$ cat src/rtl/uart_pkg.sv
// Shared UART definitions: TX FIFO default depth and drain-state encoding.
package uart_pkg;

  localparam int UART_TXF_DEPTH = 16;

  typedef enum logic [1:0] {
    TXF_IDLE  = 2'd0,
    TXF_ISSUE = 2'd1,
    TXF_GUARD = 2'd2
  } txf_state_e;

endpackage

$ cat src/rtl/uart_tx_fifo_if.sv
// CPU write path and buart handshake bundle for the transmit FIFO.
interface uart_tx_fifo_if
  import uart_pkg::*;
#(
  parameter int DEPTH = UART_TXF_DEPTH
);
  localparam int AW = $clog2(DEPTH);

  logic          wr_en;
  logic [7:0]    wr_data;
  logic          flush;
  logic          clr_ovf;
  logic          full;
  logic          empty;
  logic [AW:0]   level;
  logic          overflow;
  logic          uart_wr;
  logic [7:0]    uart_tx_data;
  logic          uart_busy;

  modport slave (
    input  wr_en, wr_data, flush, clr_ovf, uart_busy,
    output full, empty, level, overflow, uart_wr, uart_tx_data
  );

  modport master (
    output wr_en, wr_data, flush, clr_ovf, uart_busy,
    input  full, empty, level, overflow, uart_wr, uart_tx_data
  );
endinterface

$ cat src/rtl/fifo_sync.sv
// Single-clock FIFO with registered level/full/empty and registered read port.
module fifo_sync #(
  parameter int DEPTH = 16,
  parameter int W     = 8,
  localparam int AW   = $clog2(DEPTH)
) (
  input  logic          clk,
  input  logic          reset,
  input  logic          flush,
  input  logic          push,
  input  logic [W-1:0]  push_data,
  input  logic          pop,
  output logic [W-1:0]  pop_data,
  output logic          full,
  output logic          empty,
  output logic [AW:0]   level
);
  localparam logic [AW:0] FULL_LVL = (AW+1)'(DEPTH);

  logic [W-1:0]  mem [DEPTH];
  logic [AW-1:0] wr_ptr_q, rd_ptr_q;
  logic [AW:0]   level_q, level_d;
  logic          full_q, empty_q;
  logic [W-1:0]  rd_data_q;
  logic          push_ok, pop_ok;

  // Full/empty come from the registered flags only, so a same-cycle pop never rescues a push.
  assign push_ok = push & ~full_q;
  assign pop_ok  = pop & ~empty_q;

  always_comb begin
    level_d = level_q;
    case ({push_ok, pop_ok})
      2'b10:   level_d = level_q + (AW+1)'(1);
      2'b01:   level_d = level_q - (AW+1)'(1);
      default: level_d = level_q;
    endcase
  end

  always_ff @(posedge clk) begin
    if (push_ok && !flush && !reset) begin
      mem[wr_ptr_q] <= push_data;
    end
  end

  always_ff @(posedge clk) begin
    if (reset) begin
      wr_ptr_q  <= '0;
      rd_ptr_q  <= '0;
      level_q   <= '0;
      full_q    <= 1'b0;
      empty_q   <= 1'b1;
      rd_data_q <= '0;
    end else if (flush) begin
      wr_ptr_q  <= '0;
      rd_ptr_q  <= '0;
      level_q   <= '0;
      full_q    <= 1'b0;
      empty_q   <= 1'b1;
    end else begin
      if (push_ok) wr_ptr_q <= wr_ptr_q + AW'(1);
      if (pop_ok) begin
        rd_ptr_q  <= rd_ptr_q + AW'(1);
        rd_data_q <= mem[rd_ptr_q];
      end
      level_q <= level_d;
      full_q  <= (level_d == FULL_LVL);
      empty_q <= (level_d == '0);
    end
  end

  assign pop_data = rd_data_q;
  assign full     = full_q;
  assign empty    = empty_q;
  assign level    = level_q;
endmodule

$ cat src/rtl/uart_tx_fifo.sv
// Transmit buffer in front of buart: queues CPU bytes and drains them one strobe
// at a time, with a guard cycle so buart's registered busy is seen before the next issue.
module uart_tx_fifo
  import uart_pkg::*;
#(
  parameter int DEPTH = UART_TXF_DEPTH
) (
  input  logic           clk,
  input  logic           reset,
  uart_tx_fifo_if.slave  bus
);
  txf_state_e state_q;
  logic       uart_wr_q;
  logic       overflow_q;
  logic       pop;
  logic       drop;

  fifo_sync #(
    .DEPTH (DEPTH),
    .W     (8)
  ) u_fifo (
    .clk       (clk),
    .reset     (reset),
    .flush     (bus.flush),
    .push      (bus.wr_en),
    .push_data (bus.wr_data),
    .pop       (pop),
    .pop_data  (bus.uart_tx_data),
    .full      (bus.full),
    .empty     (bus.empty),
    .level     (bus.level)
  );

  assign pop  = (state_q == TXF_IDLE) && !bus.empty && !bus.uart_busy && !bus.flush;
  assign drop = bus.wr_en && bus.full && !bus.flush;

  always_ff @(posedge clk) begin
    if (reset) begin
      overflow_q <= 1'b0;
    end else if (drop) begin
      overflow_q <= 1'b1;
    end else if (bus.clr_ovf) begin
      overflow_q <= 1'b0;
    end
  end

  always_ff @(posedge clk) begin
    if (reset) begin
      state_q   <= TXF_IDLE;
      uart_wr_q <= 1'b0;
    end else if (bus.flush) begin
      state_q   <= TXF_IDLE;
      uart_wr_q <= 1'b0;
    end else begin
      case (state_q)
        TXF_IDLE: begin
          if (pop) begin
            uart_wr_q <= 1'b1;
            state_q   <= TXF_ISSUE;
          end
        end
        TXF_ISSUE: begin
          uart_wr_q <= 1'b0;
          state_q   <= TXF_GUARD;
        end
        TXF_GUARD: begin
          state_q <= TXF_IDLE;
        end
        default: begin
          uart_wr_q <= 1'b0;
          state_q   <= TXF_IDLE;
        end
      endcase
    end
  end

  assign bus.uart_wr  = uart_wr_q;
  assign bus.overflow = overflow_q;
endmodule
$ cat src/flat_wrapper.sv
// flat-port wrapper written by rule: the top's interface ports become plain ports
module uart_tx_fifo_flat import uart_pkg::*;
#(
  parameter int DEPTH = UART_TXF_DEPTH
)
  (clk, reset, bus_wr_en, bus_wr_data, bus_flush, bus_clr_ovf, bus_uart_busy, bus_full, bus_empty, bus_level, bus_overflow, bus_uart_wr, bus_uart_tx_data);
  uart_tx_fifo_if #(.DEPTH(DEPTH)) bus_i ();
  input  logic clk;
  input  logic reset;
  input wire logic [$bits(bus_i.wr_en)-1:0] bus_wr_en;
  input wire logic [$bits(bus_i.wr_data)-1:0] bus_wr_data;
  input wire logic [$bits(bus_i.flush)-1:0] bus_flush;
  input wire logic [$bits(bus_i.clr_ovf)-1:0] bus_clr_ovf;
  input wire logic [$bits(bus_i.uart_busy)-1:0] bus_uart_busy;
  output wire logic [$bits(bus_i.full)-1:0] bus_full;
  output wire logic [$bits(bus_i.empty)-1:0] bus_empty;
  output wire logic [$bits(bus_i.level)-1:0] bus_level;
  output wire logic [$bits(bus_i.overflow)-1:0] bus_overflow;
  output wire logic [$bits(bus_i.uart_wr)-1:0] bus_uart_wr;
  output wire logic [$bits(bus_i.uart_tx_data)-1:0] bus_uart_tx_data;
  assign bus_i.wr_en = bus_wr_en;
  assign bus_i.wr_data = bus_wr_data;
  assign bus_i.flush = bus_flush;
  assign bus_i.clr_ovf = bus_clr_ovf;
  assign bus_i.uart_busy = bus_uart_busy;
  assign bus_full = bus_i.full;
  assign bus_empty = bus_i.empty;
  assign bus_level = bus_i.level;
  assign bus_overflow = bus_i.overflow;
  assign bus_uart_wr = bus_i.uart_wr;
  assign bus_uart_tx_data = bus_i.uart_tx_data;
  uart_tx_fifo #(.DEPTH(DEPTH)) u_core (.clk(clk), .reset(reset), .bus(bus_i));
endmodule
$ cat config.mk
export PLATFORM = sky130hd
export DESIGN_NAME = uart_tx_fifo_flat
export DESIGN_NICKNAME = d
export VERILOG_FILES = /design/src/rtl/uart_pkg.sv /design/src/rtl/uart_tx_fifo_if.sv /design/src/rtl/fifo_sync.sv /design/src/rtl/uart_tx_fifo.sv /design/src/flat_wrapper.sv
export SDC_FILE = /design/constraint.sdc
export NUM_CORES = 1
export LEC_CHECK = 0
export BUFFER_PORTS_ARGS = -buffer_cell sky130_fd_sc_hd__buf_2
export CAP_MARGIN = 20
export CORE_MARGIN = 10
export CORE_UTILIZATION = 54
export DETAILED_ROUTE_END_ITERATION = 12
export GPL_TIMING_DRIVEN = 0
export HOLD_SLACK_MARGIN = 0.02
export PLACE_DENSITY = 0.74
export SYNTH_ARGS = -nofsm -noshare
export SYNTH_HDL_FRONTEND = slang
export SYNTH_SLANG_ARGS = --single-unit
export TNS_END_PERCENT = 100
$ cat constraint.sdc
create_clock -name clk -period 3.4 [get_ports clk]
set_clock_uncertainty 0.1 [all_clocks]
set_input_delay 0.85 -clock clk [delete_from_list [all_inputs] [get_ports clk]]
set_output_delay 0.85 -clock clk [all_outputs]
set_load 0.02 [all_outputs]
==> impl_metrics.json, run 1 <==
{
  "outcome": "finished, final reports clean",
  "antenna_cells": 0,
  "worst_ep_required_time_ns": 3.61,
  "p_int_uw": 3380,
  "ys_warn_count": 0,
  "worstSetupEndpointType": "flip-flop",
  "cts_max_level": 4,
  "clock_latency_ns": 0.41,
  "grt_setup_unrepaired": "false",
  "hp-class": "flip-flop to flip-flop",
  "root_buffer": "clkbuf_16",
  "min_period_ns": 3.16,
  "cts_tree": "yes",
  "dr_total_vias": 3305,
  "final_area_um2": 7140,
  "firstDrtPassIters": 6,
  "ant_nets": 0,
  "netlist_area_um2": 6150,
  "max_freq_mhz": 316,
  "syn_inst": 352,
  "place_hpwl_mm": 8.18,
  "syn2layout_area_growth_pct": 16.1,
  "period_share_pct": 93.0,
  "ir_drop_mv": 0.413,
  "synth_flop_cell": "edfxtp_1",
  "cts_hold_buf": 0,
  "grt_pass1_wl_mm": 19.2,
  "switchingPower_uw": 741,
  "die_w_um": 127,
  "drc": 0,
  "placed_cell_area_um2": 6510,
  "synth.net_count": 374,
  "cts_buffers": 17,
  "dr.first_iter.drc_count": 275,
  "dieArea_um2": 16100,
  "clock_power_share_pct": 47.5,
  "cts.sinks": 155,
  "io_buffers": 30,
  "hold_violations": 0,
  "wl_mm": 12.3,
  "grt_max_degree": 17,
  "wl_met2_mm": 6.35,
  "crit_arrival_ns": 3.37,
  "synthDistinctLibCells": 37,
  "final_util_pct": 65.0,
  "seqPwrFrac_pct": 50.1,
  "ioPinCount": 31,
  "clkSlewWorstSetupHoldPaths_ns": 0.06,
  "core_area_um2": 11000,
  "clockBufferDepth": 2,
  "die_y_um": 127,
  "slew_headroom_pct": 43.5,
  "finalPower_uw": 4120,
  "critPathLaunchType": "input pin",
  "drv_cap": 0,
  "dp_cells": 526,
  "num_rows": 38,
  "antenna_found_initial": 0,
  "synthArstFlopShare_pct": 0,
  "wl_met3_um": 938,
  "ys_ff_latch": 155,
  "p_comb_share_pct": 2.4,
  "grt-ovfl-total": 0,
  "instances_no_fill": 559,
  "cp_max_fo": 8,
  "tightest_slew_ns": 0.847,
  "pwr_density_cell_nw_per_um2": 578,
  "wl_per_cell_um": 22.1,
  "syn_avg_cell_area_um2": 17.5,
  "start_util_pct": 56.0,
  "seq_area_frac_synth_pct": 71.3,
  "grt_pass1_vias": 3447,
  "drive_gt1_share_pct": 25.1,
  "switching_share_pct": 18.0,
  "worstSetupPathType": "input pin to flip-flop",
  "drv_slew": 0,
  "grt_use_total_pct": 15.9,
  "layout.nets": 429,
  "highest_layer": "met4",
  "viasPerCell": 5.91,
  "finalSetupViolations": 0,
  "globalplace.congestion": 0.792,
  "p_leak_uw": 0.00244,
  "synth_edf_count": 128,
  "holdWs_ns": 0.344,
  "met1_length_mm": 4.89
}
==> kinds of logic after synthesis <==
group | Yosys count | share of synthesized area, %
AOI/OAI and AO/OA | 35 | 3.70
xor gates and xnor gates | 11 | 1.57
adders and majority gates | 8 | 1.63
buffers and inverters | 24 | 1.71
DFF | 155 | 71.3
muxes | 50 | 14.6
and+or+nand+nor | 69 | 5.49
==> synthesized netlist by cell type, drive strengths merged (6+ instances only) <==
cell    number  share of area (%)
clkbuf      11               0.67
o22ai        9               0.92
a21oi        7               0.57
nand2b       6               0.61
ha           8                1.6
xor2         8                1.1
buf          8               0.73
dfxtp       27                8.8
nor2        32                2.0
edfxtp     128                 62
mux2i       18                2.9
mux4        32                 12
nand2        8               0.49
a21o         8               0.98
==> layout by cell type (no fill, tap or decap), types with 3 or more instances in the layout <==
| cell | n |
|---|---|
| nand3_1 | 5 |
| clkbuf_1 | 15 |
| nor2b_1 | 4 |
| buf_4 | 6 |
| clkinv_2 | 3 |
| mux2i_1 | 18 |
| nor3_1 | 5 |
| xnor2_1 | 3 |
| a21o_1 | 8 |
| ha_1 | 8 |
| nand2_1 | 8 |
| nand2b_1 | 6 |
| xor2_1 | 8 |
| bufinv_16 | 5 |
| o22ai_1 | 9 |
| o21ai_0 | 4 |
| a21oi_1 | 7 |
| edfxtp_1 | 128 |
| inv_1 | 5 |
| clkbuf_16 | 17 |
| nor2_1 | 31 |
| buf_2 | 36 |
| mux4_2 | 32 |
| dfxtp_1 | 27 |
==> flip-flops by register name (all words and copies together) (netlist names), 2 cells and up <==
| name | cells |
|---|---|
| u_core.u_fifo.mem | 128 |
| u_core.state_q | 2 |
| u_core.u_fifo.rd_ptr_q | 4 |
| u_core.u_fifo.pop_data | 8 |
| u_core.u_fifo.level | 5 |
| u_core.u_fifo.wr_ptr_q | 4 |
==> routing by layer <==
metal	GRT usage, %	vias to the layer above
li1	-	1481
met1	18.8	1670
met2	26.7	140
met3	5.04	14
met4	5.63	0
met5	0	-
==> final timing paths <==
| path | cells after the start | slack, ns | start | to |
|---|---|---|---|---|
| min | 1 | 0.34 | u_core.state_q[1] | u_core.state_q[1] |
| max reg2reg | 11 | 0.40 | u_core.state_q[1] | u_core.u_fifo.full |
| min reg2reg | 1 | 0.34 | u_core.state_q[1] | u_core.state_q[1] |
| max | 12 | 0.24 | bus_uart_busy | u_core.u_fifo.full |
==> final cells by class <==
class	count	area (µm²)
Timing Repair Buffer	36	195
Buffer	19	86.3
Tap cell	140	175
Multi-Input combinational cell	173	1670
Clock inverter	10	173
Clock buffer	21	440
Fill cell	713	3840
Inverter	5	18.8
Sequential cell	155	4380
==> power groups by stage <==
stage | logic, µW | registers (µW) | clock network, µW
2_1_floorplan | 44.8 | 2110 | 0
3_3_place_gp | 93.7 | 2110 | 0
3_5_place_dp | 99.5 | 2110 | 0
4_1_cts | 99.3 | 2070 | 1980
5_1_grt | 110 | 2070 | 2060
6_report | 99.9 | 2070 | 1960
==> per-stage QoR <==
| stage | worst slack [ns] | TNS, ns |
|---|---|---|
| finish | 0.237 | 0 |
| global route | 0.0602 | 0 |
| CTS | 0.0442 | 0 |
| detailed placement | -0.373 | -0.904 |
| global placement | -0.314 | -0.727 |
| floorplan | 0.0119 | 0 |
==> repair_timing <==
action,4_1_cts,5_1_grt
resized for setup,0,1
buffers inserted,0,2
endpoints found under the setup margin,0,3
hold endpoints to repair,0,0
==> critical path, cell delays in order <==
cell	delay [ns]
buf_2	0.10
or4_4	0.51
nor2_4	0.19
ha_1	0.16
buf_2	0.17
xor2_1	0.17
ha_1	0.21
nor2_1	0.06
o31a_1	0.25
o211ai_1	0.22
xor2_1	0.25
and4b_1	0.22
(Power assumes the default switching activity.)
==> run 2, diff against run 1 <==
==> constraint.sdc (replaced) <==
create_clock -name clk -period 2.6 [get_ports clk]
set_clock_uncertainty 0.1 [all_clocks]
set_input_delay 0.65 -clock clk [delete_from_list [all_inputs] [get_ports clk]]
set_output_delay 0.65 -clock clk [all_outputs]
set_load 0.02 [all_outputs]
==> run 2 against run 1 <==
Net effect: the flow now finishes with violations (negative setup slack); combinational power rose by 33%; clock-buffer cell count decreased by 4; setup slack got worse by 0.31 ns; critical path depth is 1 lower; flip-flop and latch count is the same; via count is 1.2% lower; sequential power increased by 30%; wire length is 0.97% lower; cell count up 0.54%; utilization is 0.11 points higher; critical endpoint unchanged.
==> impl_metrics.json, run 2 (same netlist as run 1, synthesis figures left out) <==
{
  "outcome": "finished, violations left",
  "violations": "negative setup slack",
  "pre_cts_ws_ns": -0.819,
  "reg2reg_setup_slack_ns": -0.05,
  "use_met2_pct": 25.2,
  "critPathLaunchType": "input pin",
  "antenna_found_initial": 0,
  "dieArea_um2": 16100,
  "layout.nets": 431,
  "switchingPower_uw": 1040,
  "clockBufferDepth": 2,
  "root_buffer": "clkbuf_16",
  "die_w_um": 127,
  "ff2ff_path_depth": 10,
  "final_util_pct": 65.1,
  "clkSlewWorstSetupHoldPaths_ns": 0.06,
  "wl_per_cell_um": 21.7,
  "top_register": "u_core.u_fifo.mem",
  "fillers": 743,
  "ioPinCount": 31,
  "grt_setup_unrepaired": "true",
  "viasPerCell": 5.81,
  "grt_use_total_pct": 15.9,
  "grt-ovfl-total": 0,
  "finalSetupViolations": 2,
  "seqPwrFrac_pct": 52.0,
  "hp-class": "flip-flop to flip-flop",
  "worstSetupEndpointType": "flip-flop",
  "cts_hold_buf": 0,
  "holdWs_ns": 0.342,
  "drive_gt1_share_pct": 28.7,
  "dr.first_iter.drc_count": 340,
  "start_util_pct": 56.0,
  "tightest_slew_ns": 1.05,
  "largest_register_ffs": 128,
  "grt_busiest_layer": "met2",
  "crit_arrival_ns": 2.88,
  "drv_cap": 0,
  "cts_max_level": 4,
  "use_met1_pct": 19.9,
  "antenna_cells": 0,
  "clock_latency_ns": 0.42,
  "max_freq_mhz": 374,
  "p_int_uw": 4150,
  "drc": 0,
  "cts_tree": "yes",
  "min_from": "u_core.state_q[1]",
  "drv_slew": 0,
  "globalplace.congestion": 0.801,
  "die_y_um": 127,
  "pwr_density_cell_nw_per_um2": 726,
  "ir_drop_mv": 0.474,
  "p_comb_share_pct": 2.6,
  "cp-startpoint": "bus_uart_busy",
  "grt_pass1_wl_mm": 19.4,
  "worst_ep_required_time_ns": 2.81,
  "worst_r2r_endpoint": "u_core.u_fifo.full",
  "min_period_ns": 2.68,
  "dr_total_vias": 3265,
  "cp_max_fo": 3,
  "cts_buffers": 17,
  "p_leak_uw": 0.00243,
  "ant_nets": 0,
  "core_area_um2": 11000,
  "period_share_pct": 103,
  "syn2layout_area_growth_pct": 16.3,
  "firstDrtPassIters": 5,
  "io_buffers": 30,
  "worstReg2RegStart": "u_core.state_q[0]",
  "worstSetupPathType": "input pin to flip-flop",
  "use_met3_pct": 5.29,
  "clock_power_share_pct": 45.4,
  "crit_end": "u_core.u_fifo.full",
  "grt_pass1_vias": 3425,
  "switching_share_pct": 20.1,
  "cts.sinks": 155,
  "slew_headroom_pct": 30.0,
  "num_rows": 38,
  "hold_violations": 0,
  "layout_commonest_cell": "edfxtp_1",
  "final_cell_mix": "edfxtp_1 (128), buf_2 (38), mux4_2 (32)",
  "place_hpwl_mm": 7.75,
  "grt_max_degree": 17,
  "layout_setup_ws_ns": -0.0761,
  "wl_mm": 12.2
}
==> run 2: changes by cell type in the layout (fill, tap and decap cells not counted), moves of 3 or more <==
cell and change:
clkinvlp_4 +3, clkbuf_1 -8, bufinv_16 -3, clkbuf_2 +4, clkinv_4 +5
==> run 2: layout make-up <==
type                            count  area (µm²)  area share, %
Buffer                             18        86.3           1.21
Sequential cell                   155        4390           61.3
Inverter                            5        18.8          0.262
Tap cell                          140         175           2.45
Timing Repair Buffer               39         214           2.99
Multi-Input combinational cell    173        1700           23.7
Clock buffer                       17         425           5.95
Clock inverter                     15         151           2.12
==> run 2: critical path, cell delays in order <==
cell and delay, ns:
buf_6 0.09, or4_4 0.55, nor2_4 0.13, ha_4 0.15
xor2_1 0.14, ha_2 0.23, nor2_4 0.04, o31a_1 0.24
o211ai_1 0.21, xor2_1 0.25, and4b_1 0.22
==> run 2: worst min-delay path by stage <==
stage | end | slack, ns | depth (start not counted)
after detailed placement | u_core.state_q[1] | 0.32 | 1
after global routing | u_core.state_q[1] | 0.37 | 1
final | u_core.state_q[1] | 0.34 | 1
after CTS | u_core.state_q[1] | 0.34 | 1
after global placement | u_core.state_q[1] | 0.31 | 1
after floorplan | u_core.state_q[1] | 0.30 | 1
==> run 2: metal layers <==
layer | routed length [µm] | part of all wire [%]
met5 | 0 | 0
met4 | 269 | 2.2
met3 | 934 | 7.6
met2 | 5850 | 48
met1 | 5160 | 42
==> run 2: metrics by stage <==
stage | power, µW | cell area [µm²] | TNS, ns | instances
final | 5190 | 7150 | -0.132 | 562
after CTS | 5220 | 7150 | -0.304 | 563
after floorplan | 2820 | 6160 | -1.34 | 352
after global routing | 5340 | 7150 | -0.586 | 562
after global placement | 2880 | 6490 | -20.72 | 522
after detailed placement | 2880 | 6510 | -10.86 | 526
==> run 2: what timing repair did <==
item / 4_1_cts / 5_1_grt
setup buffers: 5 / 0
setup endpoints to repair: 4 / 8
pin swaps: 6 / 3
gates resized for setup: 7 / 8
==> run 2: power by group through the flow <==
stage / Combinational, µW / Sequential, µW / Clock (µW)
2_1_floorplan: 59.2 / 2760 / 0
3_3_place_gp: 122 / 2750 / 0
3_5_place_dp: 128 / 2750 / 0
4_1_cts: 133 / 2700 / 2390
5_1_grt: 147 / 2700 / 2490
6_report: 133 / 2700 / 2360
==> run 3, diff against run 2 <==
--- a/config.mk
+++ b/config.mk
@@ -6,13 +6,14 @@
 export NUM_CORES = 1
 export LEC_CHECK = 0
 export BUFFER_PORTS_ARGS = -buffer_cell sky130_fd_sc_hd__buf_2
-export CAP_MARGIN = 20
+export CAP_MARGIN = 10
 export CORE_MARGIN = 10
 export CORE_UTILIZATION = 54
 export DETAILED_ROUTE_END_ITERATION = 12
 export GPL_TIMING_DRIVEN = 0
 export HOLD_SLACK_MARGIN = 0.02
 export PLACE_DENSITY = 0.74
+export REMOVE_ABC_BUFFERS = 1
 export SYNTH_ARGS = -nofsm -noshare
 export SYNTH_HDL_FRONTEND = slang
 export SYNTH_SLANG_ARGS = --single-unit
==> run 3 against run 2 <==
Net effect: the run still ends with negative setup slack left; clock power grew 13%; global-route usage shrank 0.29 points; cell area is the same; utilization is the same; register-to-register slack lost 0.08 ns; highest routed layer unchanged.
==> impl_metrics.json, run 3 (same netlist as run 1, synthesis figures left out) <==
{
  "largest_register_ffs": 128,
  "outcome": "finished, violations left",
  "drv_cap": 0,
  "viasPerCell": 5.89,
  "path_cells": "buf_6, or4_4, nor2_4, ha_4, xor2_1, ha_2, nor2_2, o31a_1, o211ai_1, xor2_1, and4b_1",
  "ioPinCount": 31,
  "violations": "negative setup slack",
  "grt_pass1_vias": 3423,
  "instances_no_fill": 542,
  "top_register": "u_core.u_fifo.mem",
  "layout_setup_ws_ns": -0.160,
  "crit_arrival_ns": 2.97,
  "use_met3_pct": 4.33,
  "dieArea_um2": 16100,
  "dp_cells": 504,
  "p_leak_uw": 0.00241,
  "cts_max_level": 4,
  "syn2layout_area_growth_pct": 16.3,
  "wl_per_cell_um": 21.9,
  "switching_share_pct": 18.8,
  "tightest_slew_ns": 1.25,
  "cp_max_fo": 3,
  "holdPathEnd": "u_core.state_q[1]",
  "finalSetupViolations": 3,
  "layout.nets": 411,
  "root_buffer": "clkbuf_16",
  "dr_total_vias": 3193,
  "core_area_um2": 11000,
  "drv_slew": 0,
  "grt-ovfl-total": 0,
  "clock_power_share_pct": 48.6,
  "slew_headroom_pct": 16.7,
  "grt_use_total_pct": 15.6,
  "clkSlewWorstSetupHoldPaths_ns": 0.06,
  "final_cell_mix": "edfxtp_1 (128), mux4_2 (32), nor2_1 (30)",
  "die_w_um": 127,
  "hold_violations": 0,
  "cp_top_family": "simple AND/OR/NAND/NOR gates",
  "antenna_found_initial": 0,
  "pwr_density_cell_nw_per_um2": 769,
  "layout_commonest_cell": "edfxtp_1",
  "globalplace.congestion": 0.803,
  "fin_setup_tns_ns": -0.377,
  "min_from": "u_core.state_q[1]",
  "firstDrtPassIters": 4,
  "clockBufferDepth": 2,
  "ant_nets": 0,
  "seq_area_um2": 4390,
  "start_util_pct": 56.0,
  "min_period_ns": 2.76,
  "fillers": 727,
  "cts_buffers": 17,
  "place_hpwl_mm": 7.26,
  "use_met1_pct": 19.0,
  "switchingPower_uw": 1040,
  "max_freq_mhz": 362,
  "min_path_cells": 1,
  "cp_common_cell": "xor2_1",
  "p_comb_share_pct": 2.3,
  "die_y_um": 127,
  "crit_buf_inv": 1,
  "ir_drop_mv": 0.681,
  "worstSetupPathType": "input pin to flip-flop",
  "cp_slowest_cell": "or4_4",
  "slowest_delay_ns": 0.54,
  "worst_ep_required_time_ns": 2.81,
  "drc": 0,
  "drive_gt1_share_pct": 27.9,
  "final_util_pct": 65.1,
  "ff2ff_path_depth": 10,
  "pre_cts_ws_ns": -0.999,
  "wl_mm": 11.9,
  "worstReg2RegStart": "u_core.state_q[0]",
  "cts_tree": "yes",
  "worstSetupEndpointType": "flip-flop",
  "num_rows": 38,
  "hp-class": "flip-flop to flip-flop",
  "io_buffers": 30,
  "period_share_pct": 106,
  "antenna_cells": 0,
  "reg2reg_setup_slack_ns": -0.13,
  "grt_max_degree": 36,
  "worst_r2r_endpoint": "u_core.u_fifo.full",
  "critPathLaunchType": "input pin",
  "clock_latency_ns": 0.43,
  "grt_pass1_wl_mm": 18.9,
  "p_int_uw": 4470,
  "grt_busiest_layer": "met2",
  "multi_input_area_um2": 1710,
  "grt_setup_unrepaired": "true",
  "use_met2_pct": 25.2,
  "cts.sinks": 155,
  "seqPwrFrac_pct": 49.2,
  "dr.first_iter.drc_count": 357
}
run 3: cell count changes in the layout (fill, tap and decap cells not counted), sizes merged:
cell	delta
inv	-1
clkinv	-8
clkinvlp	+2
bufinv	+3
buf	-10
clkbuf	-6
run 3: worst register-to-register path, stage by stage (launching register included):
cell      delay (ns)
dfxtp_1         0.31
or4_4           0.53
nor2_4          0.13
ha_4            0.15
xor2_1          0.16
ha_2            0.23
nor2_2          0.05
o31a_1          0.25
o211ai_1        0.25
xor2_1          0.26
and4b_1         0.22
run 3: worst max-delay path by stage:
stage | startpoint | endpoint | slack, ns | cells past startpoint
floorplan | bus_uart_busy | u_core.u_fifo.full | -0.60 | 10
global placement | bus_uart_busy | u_core.u_fifo.full | -0.97 | 11
detailed placement | bus_uart_busy | u_core.u_fifo.full | -1.0 | 11
CTS | bus_uart_busy | u_core.u_fifo.full | -0.11 | 11
global route | bus_uart_busy | u_core.u_fifo.full | -0.24 | 11
finish | bus_uart_busy | u_core.u_fifo.full | -0.16 | 11
run 3: power groups by stage:
stage          Sequential [µW]  Combinational, µW  Clock (µW)
2_1_floorplan             2760               52.7           0
3_3_place_gp              2760                111           0
3_5_place_dp              2760                119           0
4_1_cts                   2710                125        2700
5_1_grt                   2710                139        2810
6_report                  2710                125        2670
run 3: per-layer routing:
metal	part of all wire (%)	wire length, µm
met1	41	4920
met2	51	6050
met3	5.6	668
met4	2.2	258
met5	0	0
run 3: metrics by stage:
step                      total power, µW  hold WS (ns)  cell area [µm²]
after floorplan                      2820         0.300             6070
after global placement               2870         0.311             6390
after detailed placement             2880         0.318             6410
after CTS                            5530         0.329             7130
after global routing                 5650         0.355             7150
final                                5500         0.325             7150
run 3: what timing repair did:
| item | in CTS | in global routing |
|---|---|---|
| hold buffers | 0 | 0 |
| gates cloned | 0 | 0 |
| pin swaps | 5 | 3 |
| setup buffers | 4 | 1 |
| hold endpoints to repair | 0 | 0 |
| setup endpoints to repair | 36 | 3 |
| resized for setup | 9 | 1 |
run 3: final cells by class:
class	count	area share, %
multi-input cells	173	23.9
clock inverters	11	2.69
well taps	140	2.45
inverters	5	0.262
repair buffers	37	3.10
flip-flops and latches	155	61.3
clock buffers	21	6.30
